--- config.mk ---
export PLATFORM = sky130hd
export DESIGN_NAME = step_motor_drv
export DESIGN_NICKNAME = d
export VERILOG_FILES = /design/src/rtl/step_motor_drv.sv
export SDC_FILE = /design/constraint.sdc
export NUM_CORES = 1
export LEC_CHECK = 0
export BUFFER_PORTS_ARGS = -buffer_cell sky130_fd_sc_hd__buf_4
export CELL_PAD_IN_SITES_DETAIL_PLACEMENT = 0
export CELL_PAD_IN_SITES_GLOBAL_PLACEMENT = 2
export CORE_UTILIZATION = 37
export DETAILED_ROUTE_END_ITERATION = 10
export GPL_ROUTABILITY_DRIVEN = 0
export PLACE_DENSITY = 0.89
export SYNTH_ARGS = -nofsm -noshare
export SYNTH_HDL_FRONTEND = slang
export SYNTH_SLANG_ARGS = --single-unit
--- constraint.sdc ---
create_clock -name clk -period 6.8 [get_ports clk]
set_clock_uncertainty 0.2 [all_clocks]
set_input_delay 2.04 -clock clk [delete_from_list [all_inputs] [get_ports clk]]
set_output_delay 2.04 -clock clk [all_outputs]
set_load 0.02 [all_outputs]
--- src/rtl/step_motor_drv.sv ---
// Stepper pulse generator: turns start/stop/speed/step/dir commands into
// step/dir/enable pins, tracks absolute position and synchronises limit sensors.
module step_motor_drv #(
  parameter int C_STEP_NUMBER_WIDTH = 32,
  parameter int C_SPEED_DATA_WIDTH  = 32,
  parameter int C_SYNC_STAGES       = 2
) (
  input  logic                           clk,
  input  logic                           resetn,
  input  logic                           sel,
  input  logic                           start,
  input  logic                           stop,
  input  logic [C_SPEED_DATA_WIDTH-1:0]  speed,
  input  logic [C_STEP_NUMBER_WIDTH-1:0] step,
  input  logic                           dir,
  input  logic                           mod_remain,
  input  logic [C_STEP_NUMBER_WIDTH-1:0] new_remain,
  input  logic                           zpd,
  input  logic                           tpd,
  output logic                           state,
  output logic [C_STEP_NUMBER_WIDTH-1:0] position,
  output logic                           zpsign,
  output logic                           tpsign,
  output logic                           o_step,
  output logic                           o_dir,
  output logic                           o_en
);

  localparam int SW = C_STEP_NUMBER_WIDTH;
  localparam int DW = C_SPEED_DATA_WIDTH;
  localparam int NS = C_SYNC_STAGES;

  typedef enum logic [1:0] {IDLE, HIGH, LOW} fsm_t;

  fsm_t            fsm_reg, fsm_next;
  logic [DW-1:0]   cnt_reg, cnt_next;
  logic [DW-1:0]   hi_len_reg, hi_len_next;
  logic [DW-1:0]   lo_len_reg, lo_len_next;
  logic [SW-1:0]   remain_reg, remain_next;
  logic [SW-1:0]   position_reg, position_next;
  logic            dir_reg, dir_next;
  logic            inf_reg, inf_next;
  logic            stop_reg, stop_next;
  logic            en_reg;
  logic [NS-1:0]   zp_sync_reg, tp_sync_reg;
  logic [NS:0]     zp_tap;

  logic [DW-1:0]   period;
  logic [SW-1:0]   remain_base;
  logic            step_event;
  logic            running;
  logic            blocked;
  logic            limit_hit;
  logic            end_pending;
  logic            zp_rise;

  always_ff @(posedge clk or negedge resetn) begin
    if (!resetn) begin
      zp_sync_reg <= '0;
      tp_sync_reg <= '0;
    end else begin
      zp_sync_reg[0] <= zpd;
      tp_sync_reg[0] <= tpd;
      for (int i = 1; i < NS; i++) begin
        zp_sync_reg[i] <= zp_sync_reg[i-1];
        tp_sync_reg[i] <= tp_sync_reg[i-1];
      end
    end
  end

  // Edge is taken one stage early so homing lands on the same edge zpsign rises.
  assign zp_tap  = {zp_sync_reg, zpd};
  assign zp_rise = zp_tap[NS-1] & ~zp_tap[NS];
  assign zpsign  = zp_sync_reg[NS-1];
  assign tpsign  = tp_sync_reg[NS-1];

  assign period      = (speed < DW'(2)) ? DW'(2) : speed;
  assign running     = (fsm_reg != IDLE);
  assign blocked     = dir ? zpsign : tpsign;
  assign limit_hit   = dir_reg ? zpsign : tpsign;
  assign end_pending = stop_reg | stop | limit_hit | (~inf_reg & (remain_reg == '0));

  always_comb begin
    fsm_next      = fsm_reg;
    cnt_next      = cnt_reg;
    hi_len_next   = hi_len_reg;
    lo_len_next   = lo_len_reg;
    remain_next   = remain_reg;
    position_next = position_reg;
    dir_next      = dir_reg;
    inf_next      = inf_reg;
    stop_next     = stop_reg;
    remain_base   = remain_reg;
    step_event    = 1'b0;

    case (fsm_reg)
      IDLE: begin
        if (start && sel && !stop && !blocked) begin
          fsm_next    = HIGH;
          cnt_next    = '0;
          hi_len_next = period >> 1;
          lo_len_next = period - (period >> 1);
          dir_next    = dir;
          inf_next    = (step == '0);
          remain_base = step;
          step_event  = 1'b1;
        end
      end
      HIGH: begin
        if (cnt_reg == hi_len_reg - DW'(1)) begin
          fsm_next = LOW;
          cnt_next = '0;
        end else begin
          cnt_next = cnt_reg + DW'(1);
        end
      end
      LOW: begin
        if (cnt_reg == lo_len_reg - DW'(1)) begin
          cnt_next = '0;
          if (end_pending) begin
            fsm_next = IDLE;
          end else begin
            fsm_next   = HIGH;
            step_event = 1'b1;
          end
        end else begin
          cnt_next = cnt_reg + DW'(1);
        end
      end
      default: fsm_next = IDLE;
    endcase

    if (step_event) begin
      position_next = dir_next ? position_reg - SW'(1) : position_reg + SW'(1);
      remain_next   = inf_next ? remain_base : remain_base - SW'(1);
    end

    // Overrides below are ordered by priority, lowest first.
    if (running && mod_remain) begin
      remain_next = new_remain;
      inf_next    = 1'b0;
    end
    if (running && dir_reg && zp_rise)
      position_next = '0;
    if (running && stop)
      stop_next = 1'b1;
    if (fsm_next == IDLE)
      stop_next = 1'b0;

    if (!sel) begin
      fsm_next      = IDLE;
      cnt_next      = '0;
      stop_next     = 1'b0;
      position_next = position_reg;
      remain_next   = remain_reg;
      inf_next      = inf_reg;
    end
  end

  always_ff @(posedge clk or negedge resetn) begin
    if (!resetn) begin
      fsm_reg      <= IDLE;
      cnt_reg      <= '0;
      hi_len_reg   <= '0;
      lo_len_reg   <= '0;
      remain_reg   <= '0;
      position_reg <= '0;
      dir_reg      <= 1'b0;
      inf_reg      <= 1'b0;
      stop_reg     <= 1'b0;
      en_reg       <= 1'b0;
    end else begin
      fsm_reg      <= fsm_next;
      cnt_reg      <= cnt_next;
      hi_len_reg   <= hi_len_next;
      lo_len_reg   <= lo_len_next;
      remain_reg   <= remain_next;
      position_reg <= position_next;
      dir_reg      <= dir_next;
      inf_reg      <= inf_next;
      stop_reg     <= stop_next;
      en_reg       <= sel;
    end
  end

  assign state    = running;
  assign o_step   = (fsm_reg == HIGH);
  assign o_dir    = dir_reg;
  assign o_en     = en_reg;
  assign position = position_reg;

endmodule
==> results of run 1 <==
[cells by family (layout without fill, tap and decap cells)]
| group | count (synthesis) | in the layout | share of synthesized area [%] |
|---|---|---|---|
| AO/OA/AOI/OAI | 409 | 409 | 18.6 |
| buffers and inverters | 171 | 251 | 4.90 |
| adder cells (fa/ha/maj) | 71 | 71 | 6.53 |
| flip-flops | 169 | 169 | 30.6 |
| XOR/XNOR | 171 | 171 | 10.8 |
| AND/OR/NAND/NOR | 579 | 579 | 21.3 |
| multiplexers | 94 | 94 | 7.17 |
[stage by stage]
stage / setup WS, ns / std cells
2_1_floorplan: 0.00984 / 1664
3_3_place_gp: 0.418 / 2182
3_5_place_dp: 0.397 / 2182
4_1_cts: 0.878 / 2212
5_1_grt: 0.477 / 2212
6_report: 0.908 / 2212
[worst register-to-register path: stages (launching register included)]
cell and delay (ns):
sky130_fd_sc_hd__dfrtp_1 0.45, sky130_fd_sc_hd__nor3_1 0.67, sky130_fd_sc_hd__a31oi_1 0.35, sky130_fd_sc_hd__or4_1 0.66, sky130_fd_sc_hd__a2111oi_0 0.44, sky130_fd_sc_hd__nand4_1 0.15
sky130_fd_sc_hd__a2111o_1 0.43, sky130_fd_sc_hd__o41a_2 0.90, sky130_fd_sc_hd__o21bai_1 0.36, sky130_fd_sc_hd__a22o_1 0.23
[Yosys cell counts (14+ instances only)]
library cell,n
sky130_fd_sc_hd__nand2_1,186
sky130_fd_sc_hd__dfrtp_1,169
sky130_fd_sc_hd__o21ai_0,143
sky130_fd_sc_hd__xnor2_1,107
sky130_fd_sc_hd__clkbuf_1,95
sky130_fd_sc_hd__nor2_1,93
sky130_fd_sc_hd__a21oi_1,79
sky130_fd_sc_hd__ha_1,69
sky130_fd_sc_hd__xor2_1,64
sky130_fd_sc_hd__inv_1,56
sky130_fd_sc_hd__mux2i_1,54
sky130_fd_sc_hd__nand3_1,48
sky130_fd_sc_hd__nor3_1,46
sky130_fd_sc_hd__mux2_2,38
sky130_fd_sc_hd__nor4_1,35
sky130_fd_sc_hd__nand4_1,30
sky130_fd_sc_hd__o31ai_1,29
sky130_fd_sc_hd__a21o_1,26
sky130_fd_sc_hd__nor2b_1,22
sky130_fd_sc_hd__a211oi_1,20
sky130_fd_sc_hd__and3_1,19
sky130_fd_sc_hd__or4_1,17
sky130_fd_sc_hd__nand2b_1,14
[layer usage]
metal	vias up	track usage [%]	wire length (µm)
li1	6130	-	-
met3	47	2.83	1270
met5	-	0	0
met1	5827	29.8	19600
met4	0	6.94	943
met2	250	32.2	17700
[placed cells by master (no fill, tap or decap), drive strengths merged, types with 47 or more instances in the layout]
cell type,instances
nand2,186
nor2,94
o21ai,157
nor3,47
buf,165
a21oi,80
nand3,48
mux2i,54
inv,57
xnor2,107
xor2,64
ha,69
dfrtp,169
[how the worst max path moves through the flow]
stage / end / cells past startpoint
5_1_grt: lo_len_reg[30] / 17
3_5_place_dp: lo_len_reg[30] / 17
6_report: lo_len_reg[30] / 17
4_1_cts: lo_len_reg[30] / 17
2_1_floorplan: position[31] / 19
3_3_place_gp: lo_len_reg[30] / 17
[power groups by stage]
stage	registers [mW]	clock network, mW	logic (mW)
after floorplan	1.63	0	1.81
after global placement	1.65	0	2.47
after detailed placement	1.66	0	2.50
after CTS	1.64	1.12	2.52
after global routing	1.70	1.15	2.79
final	1.65	1.10	2.51
[final cells by class]
| type | count | area [µm²] |
|---|---|---|
| well taps | 468 | 586 |
| repair buffers | 165 | 1240 |
| clock buffers | 20 | 447 |
| multi-input cells | 1324 | 8990 |
| inverters | 56 | 214 |
| clock inverters | 10 | 191 |
| fillers | 3629 | 20800 |
| flip-flops and latches | 169 | 4230 |
==> impl_summary.txt, run 1 <==
----------------------------------------------------
[Status]
  Status ... finished clean

[Place]
  Cell Area, Placed ... about 15000 µm²
  Post-DP HPWL ... slightly above 30000 µm
  Buffers added on ports ... 142

[Power]
  Net load switching power ... 2.14 mW
  Total chip power ... 5.25 mW
  Max IR drop VDD ... between 150 and 200 µV
  P per Cell Area ... between 300 and 400 nW/µm²
  Part of the total power dissipated in the clock network ... a little over a fifth
  Cell Int Power ... 3.11 mW
  Combinational group share of total power ... 47.7%
  Sequential power share ... 31.4%
  Leak pwr ... approximately 7 nW
  Switching part of the total ... 40.7%

[STA]
  Hold Fails Final Rpt ... 0
  Period Utilization, post-route ... slightly below 90%
  FMAX ... ~170 MHz
  Final Critical Period ... a little under 6 ns
  Slew at the pin closest to its max-slew limit ... about 1.0 ns
  Setup repair after global routing missed its margin ... false
  Final hold slack ... 0.148 ns
  Final setup TNS ... 0 ns
  Relative slew margins ... 30.8%
  Final setup violation count ... 0
  Count of pins over their slew limit ... 0

[Global routing]
  Overall global routing resource usage ... 20.8%
  Initial antenna violation count ... 0
  Final global-route overflow total ... 0
  First-pass GRT wire length ... 63200 µm
  Number of global-route vias before repair ... 11600
  Largest net degree at the start of global routing ... 124

[Clocking]
  TritonCTS clock tree ... built
  Setup repair bufs after CTS ... 0
  Clock sink count ... 169
  Number of buffers added to fix hold violations after cts ... 0
  Maximum number of buffers from clock root to sink ... 2
  Post-CTS clock slew at the launch and capture registers of the worst setup and hold paths ... 0.07 ns
  Clk_lat worst skew ... 0.46 ns
  Number of levels in the clock H-tree ... 4
  Clock root buffer ... sky130_fd_sc_hd__clkbuf_16
  Total clock buffers created by CTS ... 17
  Quantity of gates resized following cts ... 0

[Routing]
  Antenna violation net count after detailed routing ... 0
  Ratio of routed vias to standard cells ... 5.54
  Routed wire length per instance ... between 15 and 20 µm
  Vias after detailed routing ... 12300
  Drt total wl ... 39500 µm
  First-pass iteration count of the detailed router ... 5
  Number of remaining DRC errors ... 0
  1st-iter DRT viols ... 776

[Setup path]
  Arrival time worst endpoint ... 5.98 ns
  Type of element launching the critical path ... input pin
  Worst path bufs/invs ... 2
  Critical Path Fanout Max ... 3
  Setup Crit Path Kind ... in2reg
  Cell type with the highest occurrence count on the critical path ... sky130_fd_sc_hd__o21ai_0
  End of the worst register-to-register path ... position[31]
  Crit-path slowest cell ... sky130_fd_sc_hd__nor4_1
  Depth of the most critical reg-to-reg path ... 9
  Start point of the critical path ... speed[6]
  Slowest stage delay, CP ... 0.43 ns
  Worst-path cell chain ... buf_4 > nor4_1 > nand4_1 > o21bai_1 > ha_1 > inv_1 > fa_1 > a21oi_1 > o211ai_1 > o2111ai_1 > a21boi_0 > o32ai_1 > o21ai_0 > or4_1 > a31oi_1 > xor2_1 > o21ai_0
  Endpoint kind of the worst setup timing path ... flop
  Worst reg2reg setup slack ... 1.85 ns
  Dominant delay contributor by cell family on the critical path ... compound AO/OA/AOI/OAI gates
  Required time of the critical path ... 6.89 ns
  Worst reg2reg path startpoint ... lo_len_reg[20]

[Floorplan]
  Floorplan core area ... 36700 µm²
  Die outline width ... 195 µm
  Die Y ... just under 200 µm
  Ports placed on the boundary ... 143
  Initial Utilization ... roughly 38%
  Full die area ... 38100 µm²
  Number of standard-cell rows in the floorplan ... 70

[Min path]
  Hold path cells ... 0
  Worst Hold Launch ... tp_sync_reg[0]
  Hold EP ... tp_sync_reg[1]
  Hold/Removal Path Class ... reg2reg

[Logic synthesis]
  Synth area leader ... sky130_fd_sc_hd__dfrtp_1
  Share of synthesized registers carrying an async set or reset ... 100%
  Portion of synthesized cell area occupied by the leading cell type ... 30.6%
  Synthesized Nets ... 1840
  Cell types occupying the most area after synthesis ... sky130_fd_sc_hd__dfrtp_1 31%, sky130_fd_sc_hd__xnor2_1 6.8%, sky130_fd_sc_hd__ha_1 6.2%
  Mapped Area ... 13800 µm²
  Unique masters post-synth ... 85
  Cell count after synthesis ... 1664
  Synthesis warning total ... 0
  Number of synthesized register bits ... 169
  Post-synth top flop ... sky130_fd_sc_hd__dfrtp_1
  Post-synthesis area per instance ... 8.31 µm²
  EDFF count, synth ... 0
  Post-synthesis sequential area ratio ... 30.6%

[Layout]
  Number of nets at the end of the flow ... 1909
  Fin util ... 43.3%
  Synthesis-to-finish area growth ... 15.0%
  Diodes inserted ... 0
  Proportion of layout cells with a drive suffix above 1 ... 15.4%
  Post-route standard cell area excluding fillers ... 15900 µm²

[Job]
  Number of violations of the max-capacitance limit ... 0

----------------------------------------------------
No activity file was read; power rests on OpenSTA's default activity.
==> run 2: changes to the inputs <==
- GPL_TIMING_DRIVEN: unset -> 0
==> run 2 against run 1 <==
  * Non-clock buffer count grew 103
  * Sequential share of layout area decreased by 0.65 points
  * Hold slack better by 0.016 ns
  * Clock-buffer cell count shrank 2
  * Maximum frequency decreased by 9.8%
  * Worst setup slack worse by 0.64 ns
  * Die area stayed put
  * Sequential power barely moved
  * Total power shrank 0.40%
==> impl_summary.txt, run 2 (synthesis gave the netlist of run 1 again) <==
----------------------------------------------------
[Status]
  Status ... finished clean

[Layout]
  Proportion of layout cells with a drive suffix above 1 ... 15.1% (-0.33 points)
  Number of nets at the end of the flow ... 2013 (+5.4%)
  Commonest non-fill, non-tap cells in the layout ... 186 x sky130_fd_sc_hd__nand2_1, 169 x sky130_fd_sc_hd__dfrtp_1, 151 x sky130_fd_sc_hd__buf_4
  Fin util ... 44.4% (+1.1 points)
  Most common cell after layout, fill and taps aside ... sky130_fd_sc_hd__nand2_1
  Diodes inserted ... 0 (unchanged)
  Synthesis-to-finish area growth ... 17.8%

[Routing]
  Antenna violation net count after detailed routing ... 0 (unchanged)
  1st-iter DRT viols ... 875 (+13%)
  Number of remaining DRC errors ... 0 (unchanged)
  Routed wire length per instance ... 18.5 µm (+3.8%)
  Vias after detailed routing ... 12800 (+4.2%)
  Ratio of routed vias to standard cells ... 5.51 (-0.45%)
  First-pass iteration count of the detailed router ... 7 (+2)
  Drt total wl ... 42900 µm (+8.7%)

[Global routing]
  First-pass GRT wire length ... 68000 µm (+7.6%)
  Initial antenna violation count ... 0 (unchanged)
  Overall global routing resource usage ... 22.6% (+1.8 points)
  Number of global-route vias before repair ... 12300 (+6.1%)
  Largest net degree at the start of global routing ... 103 (-17%)
  Final global-route overflow total ... 0 (unchanged)

[STA]
  Hold Fails Final Rpt ... 0 (unchanged)
  Count of pins over their slew limit ... 0 (unchanged)
  Setup repair after global routing missed its margin ... false
  Final Critical Period ... 6.53 ns (+0.641 ns)
  Period Utilization, post-route ... 96.1% (+9.4 points)
  FMAX ... 153 MHz (-9.8%)
  Slew at the pin closest to its max-slew limit ... 1.24 ns (+0.207 ns)
  Relative slew margins ... 14.9% (-16 points)
  Final setup violation count ... 0 (unchanged)
  Final setup TNS ... 0 ns (unchanged)

[Power]
  Sequential power share ... 30.9% (-0.5 points)
  P per Cell Area ... 321 nW/µm² (-2.8%)
  Cell Int Power ... 3.01 mW (-3.2%)
  Net load switching power ... 2.22 mW (+3.7%)
  Max IR drop VDD ... 155 µV (-7.2%)
  Total chip power ... 5.23 mW (-0.40%)
  Combinational group share of total power ... 49.9% (+2.2 points)
  Switching part of the total ... 42.4% (+1.7 points)
  Part of the total power dissipated in the clock network ... 19.2% (-1.7 points)
  Leak pwr ... 7.20 nW (+1.5%)

[Setup path]
  Setup Crit Path Kind ... in2reg
  Depth of the most critical reg-to-reg path ... 22 (+13)
  Worst reg2reg path startpoint ... fsm_reg[0]
  Crit-path slowest cell ... sky130_fd_sc_hd__or4_1
  Worst path bufs/invs ... 8 (+6)
  Required time of the critical path ... 6.95 ns (+0.06 ns)
  Critical Path Fanout Max ... 13 (+10)
  Arrival time worst endpoint ... 6.68 ns (+0.70 ns)
  Type of element launching the critical path ... input pin
  Dominant delay contributor by cell family on the critical path ... compound AO/OA/AOI/OAI gates
  Worst reg2reg setup slack ... 1.38 ns (-0.47 ns)
  End of the worst register-to-register path ... position[31]
  Endpoint kind of the worst setup timing path ... flop
  Worst-path cell chain ... buf_4 > mux2i_2 > nand4_1 > buf_4 > buf_8 > clkbuf_4 > clkbuf_4 > buf_6 > mux2i_4 > clkinvlp_4 > buf_4 > ha_4 > a21o_1 > a21o_1 > a21o_1 > or4_1 > o211ai_1 > o21ai_2 > a311oi_1 > xnor2_1 > o21bai_1 > a22o_1
  Slowest stage delay, CP ... 0.40 ns (-0.03 ns)

[Clocking]
  Clock root buffer ... sky130_fd_sc_hd__clkbuf_16
  Maximum number of buffers from clock root to sink ... 2 (unchanged)
  Post-CTS clock slew at the launch and capture registers of the worst setup and hold paths ... 0.07 ns (about the same)
  Number of buffers added to fix hold violations after cts ... 0 (unchanged)
  Clk_lat worst skew ... 0.46 ns (about the same)
  Total clock buffers created by CTS ... 17 (unchanged)
  TritonCTS clock tree ... built
  Number of levels in the clock H-tree ... 4 (unchanged)
  Clock sink count ... 169 (unchanged)

[Min path]
  Worst Hold Launch ... tp_sync_reg[0]
  Hold EP ... tp_sync_reg[1]
  Hold path cells ... 0 (unchanged)
  Hold/Removal Path Class ... reg2reg

[Job]
  Number of violations of the max-capacitance limit ... 0 (unchanged)

[Floorplan]
  Floorplan core area ... 36700 µm² (unchanged)
  Die outline width ... 195 µm (unchanged)
  Initial Utilization ... 37.7% (unchanged)
  Die Y ... 195 µm (unchanged)
  Full die area ... 38100 µm² (unchanged)
  Number of standard-cell rows in the floorplan ... 70 (unchanged)
  Ports placed on the boundary ... 143 (unchanged)

[Place]
  Buffers added on ports ... 142 (unchanged)
  Post-DP HPWL ... 33600 µm (+11%)

----------------------------------------------------
run 2: power groups by stage:
stage,Clock (mW),Combinational (mW),Sequential (mW)
after floorplan,0,1.81,1.63
after global placement,0,2.50,1.62
after detailed placement,0,2.55,1.63
after CTS,1.02,2.57,1.61
after global routing,1.06,2.90,1.66
final,1.00,2.61,1.62
run 2: layout make-up:
class	instances	area [µm²]
flip-flops and latches	169	4230
clock buffers	18	429
plain buffers	115	494
well taps	468	586
repair inverters	1	7.51
multi-input cells	1324	9010
inverters	56	214
clock inverters	12	144
repair buffers	153	1180
fillers	3678	20400
run 2: worst max-delay path by stage:
| stage | startpoint | end | slack, ns | cells after the start |
|---|---|---|---|---|
| floorplan | dir | position[31] | 0.01 | 19 |
| global placement | dir | position[31] | -1.21 | 20 |
| detailed placement | dir | position[31] | -1.19 | 20 |
| CTS | dir | position[31] | 0.1 | 21 |
| global route | dir | position[24] | 0.06 | 22 |
| finish | dir | position[31] | 0.27 | 22 |
run 2: per-layer routing:
layer / vias up / track usage [%] / share of wire (%)
met5: - / 0 / 0
met4: 0 / 6.50 / 2.0
met3: 49 / 2.63 / 3.8
met2: 282 / 35.7 / 45
met1: 6091 / 32.4 / 49
li1: 6350 / - / -
run 2: timing repair:
item,CTS,global route
gates cloned,1,0
buffers inserted,4,6
resized for setup,2,8
pin swaps,1,2
endpoints found under the setup margin,19,10
run 2: through the flow:
| step | hold WS (ns) | std cells | setup WS [ns] | instance area (µm²) |
|---|---|---|---|---|
| 2_1_floorplan | 0.131 | 1664 | 0.00984 | 13900 |
| 3_3_place_gp | 0.132 | 2274 | -1.21 | 15600 |
| 6_report | 0.164 | 2316 | 0.266 | 16300 |
| 3_5_place_dp | 0.152 | 2275 | -1.19 | 15600 |
| 5_1_grt | 0.166 | 2316 | 0.0573 | 16300 |
| 4_1_cts | 0.168 | 2310 | 0.0966 | 16200 |
==> run 3: changes to the inputs <==
- PLACE_DENSITY: 0.89 -> unset
- PLACE_DENSITY_LB_ADDON: unset -> 0.1
==> run 3 against run 2 <==
  * Global-route usage is 0.89 points higher
  * Die area stayed put
  * Critical path depth decreased by 5
  * Utilization barely moved
  * Register-to-register slack improved by 0.17 ns
  * Routed wire length rose by 2.7%
  * Final cell count shrank 0.13%
  * Worst setup slack improved by 0.045 ns
  * Combinational power about the same
  * Largest cell class unchanged
==> impl_summary.txt, run 3 (synthesis gave the netlist of run 1 again) <==
----------------------------------------------------
[Place]
  Buffers added on ports ... 142 (unchanged)
  Dpl ws ... -1.31 ns (-0.125 ns)
  Post-DP HPWL ... 34600 µm (+2.9%)

[Floorplan]
  Ports placed on the boundary ... 143 (unchanged)
  Initial Utilization ... 37.7% (unchanged)
  Number of standard-cell rows in the floorplan ... 70 (unchanged)
  Die Y ... 195 µm (unchanged)
  Floorplan core area ... 36700 µm² (unchanged)
  Full die area ... 38100 µm² (unchanged)
  Die outline width ... 195 µm (unchanged)

[Routing]
  Antenna violation net count after detailed routing ... 0 (unchanged)
  Sum of met2 wire segment lengths after detailed routing ... 18800 µm (-3.4%)
  Number of remaining DRC errors ... 0 (unchanged)
  Wire length on met1 ... 22600 µm (+7.6%)
  Routed wire length per instance ... 19.1 µm (+2.9%)
  Topmost layer with routed signal wires ... met4
  1st-iter DRT viols ... 878 (+0.34%)
  First-pass iteration count of the detailed router ... 5 (-2)
  Vias after detailed routing ... 12700 (-0.18%)
  Ratio of routed vias to standard cells ... 5.51 (about the same)
  Drt total wl ... 44100 µm (+2.7%)
  Routed wire length on met3 ... 1510 µm (-6.4%)

[Min path]
  Hold path cells ... 0 (unchanged)
  Hold EP ... tp_sync_reg[1]
  Hold/Removal Path Class ... reg2reg
  Worst Hold Launch ... tp_sync_reg[0]

[Setup path]
  Worst-path cell chain ... buf_4 > nor4_1 > nand4_1 > o21bai_2 > ha_1 > inv_1 > fa_1 > a21oi_1 > o211ai_1 > o2111ai_1 > a21boi_0 > o32ai_2 > o21ai_0 > or4_1 > a31oi_1 > xor2_1 > o21ai_0
  Worst reg2reg path startpoint ... fsm_reg[1]
  Required time of the critical path ... 6.92 ns (-0.03 ns)
  Worst reg2reg setup slack ... 1.55 ns (+0.17 ns)
  End of the worst register-to-register path ... remain_reg[28]
  Crit-path slowest cell ... sky130_fd_sc_hd__or4_1
  Arrival time worst endpoint ... 6.61 ns (-0.07 ns)
  Setup Crit Path Kind ... in2reg
  Type of element launching the critical path ... input pin
  Cell type with the highest occurrence count on the critical path ... sky130_fd_sc_hd__o21ai_0
  Critical Path Fanout Max ... 4 (-9)
  Depth of the most critical reg-to-reg path ... 15 (-32%)
  Slowest stage delay, CP ... 0.45 ns (+0.05 ns)
  Endpoint kind of the worst setup timing path ... flop

[Power]
  Leak pwr ... 7.21 nW (+0.19%)
  Sequential power share ... 30.9% (about the same)
  Part of the total power dissipated in the clock network ... 20.0% (+0.8 points)
  Max IR drop VDD ... 187 µV (+20%)
  P per Cell Area ... 324 nW/µm² (+0.80%)
  Net load switching power ... 2.19 mW (-1.1%)
  Switching part of the total ... 41.6% (-0.80 points)
  Cell Int Power ... 3.08 mW (+2.2%)
  Combinational group share of total power ... 49.1% (-0.8 points)

[STA]
  Setup repair after global routing missed its margin ... false
  Hold Fails Final Rpt ... 0 (unchanged)
  Slew at the pin closest to its max-slew limit ... 1.34 ns (+0.0936 ns)
  Relative slew margins ... 9.50% (-5.4 points)
  Final worst slack ... 0.311 ns (+0.0446 ns)
  Count of pins over their slew limit ... 0 (unchanged)
  Final setup violation count ... 0 (unchanged)
  Period Utilization, post-route ... 95.4% (-0.66 points)
  Final Critical Period ... 6.49 ns (-0.0446 ns)
  FMAX ... 154 MHz (+0.69%)

[Global routing]
  Number of global-route vias before repair ... 12200 (-0.95%)
  Final global-route overflow total ... 0 (unchanged)
  First-pass GRT wire length ... 69800 µm (+2.7%)
  Largest net degree at the start of global routing ... 87 (-16%)
  Initial antenna violation count ... 0 (unchanged)
  Overall global routing resource usage ... 23.5% (+0.89 points)

[Clocking]
  Maximum number of buffers from clock root to sink ... 2 (unchanged)
  Number of levels in the clock H-tree ... 4 (unchanged)
  Clock root buffer ... sky130_fd_sc_hd__clkbuf_16
  Total clock buffers created by CTS ... 17 (unchanged)
  Post-CTS clock slew at the launch and capture registers of the worst setup and hold paths ... 0.07 ns (about the same)
  Number of buffers added to fix hold violations after cts ... 0 (unchanged)
  Clock sink count ... 169 (unchanged)
  Clk_lat worst skew ... 0.45 ns (about the same)
  TritonCTS clock tree ... built

[Layout]
  Commonest non-fill, non-tap cells in the layout ... 186 x sky130_fd_sc_hd__nand2_1, 169 x sky130_fd_sc_hd__dfrtp_1, 147 x sky130_fd_sc_hd__buf_4
  Diodes inserted ... 0 (unchanged)
  Number of nets at the end of the flow ... 2009 (-0.20%)
  Most common cell after layout, fill and taps aside ... sky130_fd_sc_hd__nand2_1
  Proportion of layout cells with a drive suffix above 1 ... 14.6% (-0.46 points)
  Fin util ... 44.4% (about the same)
  Synthesis-to-finish area growth ... 17.9% (about the same)

[Job]
  Number of violations of the max-capacitance limit ... 0 (unchanged)

[Status]
  Status ... finished clean

----------------------------------------------------
==> run 3: changes by cell type in the layout (fill, tap and decap cells not counted), sizes merged <==
cell / delta
clkbuf: +3
clkinvlp: -4
buf: -4
inv: -2
bufinv: +2
clkinv: +2
==> run 3: through the flow <==
step                TNS (ns)  hold WS (ns)  instances  area (µm²)  total power, mW
finish                     0         0.152       2313       16300             5.27
CTS                        0         0.156       2310       16300             5.29
floorplan                  0         0.131       1664       13900             3.44
detailed placement    -22.12         0.140       2275       15600             4.19
global route               0         0.179       2313       16300             5.68
global placement      -22.51         0.135       2274       15600             4.16
==> run 3: layout make-up <==
class / count / area [µm²]
Tap cell: 468 / 586
Timing Repair inverter: 1 / 7.51
Buffer: 114 / 485
Multi-Input combinational cell: 1324 / 9000
Clock inverter: 10 / 168
Timing Repair Buffer: 150 / 1170
Inverter: 56 / 214
Clock buffer: 21 / 440
Fill cell: 3678 / 20400
Sequential cell: 169 / 4230
==> run 3: power by group through the flow <==
stage | registers, mW | clock network, mW | logic, mW
6_report | 1.63 | 1.05 | 2.59
4_1_cts | 1.62 | 1.08 | 2.58
5_1_grt | 1.67 | 1.12 | 2.89
3_5_place_dp | 1.64 | 0 | 2.55
2_1_floorplan | 1.63 | 0 | 1.81
3_3_place_gp | 1.64 | 0 | 2.53
==> run 3: worst max-delay path by stage <==
stage	endpoint	startpoint	cells past startpoint	slack [ns]
detailed placement	position[31]	dir	20	-1.31
global placement	position[31]	dir	20	-1.32
floorplan	position[31]	dir	19	0.01
finish	lo_len_reg[30]	speed[29]	17	0.31
CTS	lo_len_reg[30]	speed[29]	17	0.006
global route	lo_len_reg[30]	speed[29]	17	0.03
==> run 3: per-layer routing <==
layer | vias up | GRT usage (%)
li1 | 6337 | -
met1 | 6076 | 35.1
met2 | 279 | 34.6
met3 | 57 | 2.83
met4 | 0 | 8.34
met5 | - | 0
==> run 3: timing repair <==
item / CTS / global route
pin swaps: 1 / 0
endpoints found under the setup margin: 20 / 8
gates resized for setup: 2 / 4
setup buffers: 3 / 4
gates cloned: 1 / 0
==> run 3: worst max-delay path, delay by kind of cell <==
family / cells / cell delay [ns]
compound gates: 9 / 2.35
xor+xnor: 1 / 0.18
fa+ha+maj: 2 / 0.67
buf+inv: 2 / 0.19
simple gates: 3 / 1.19
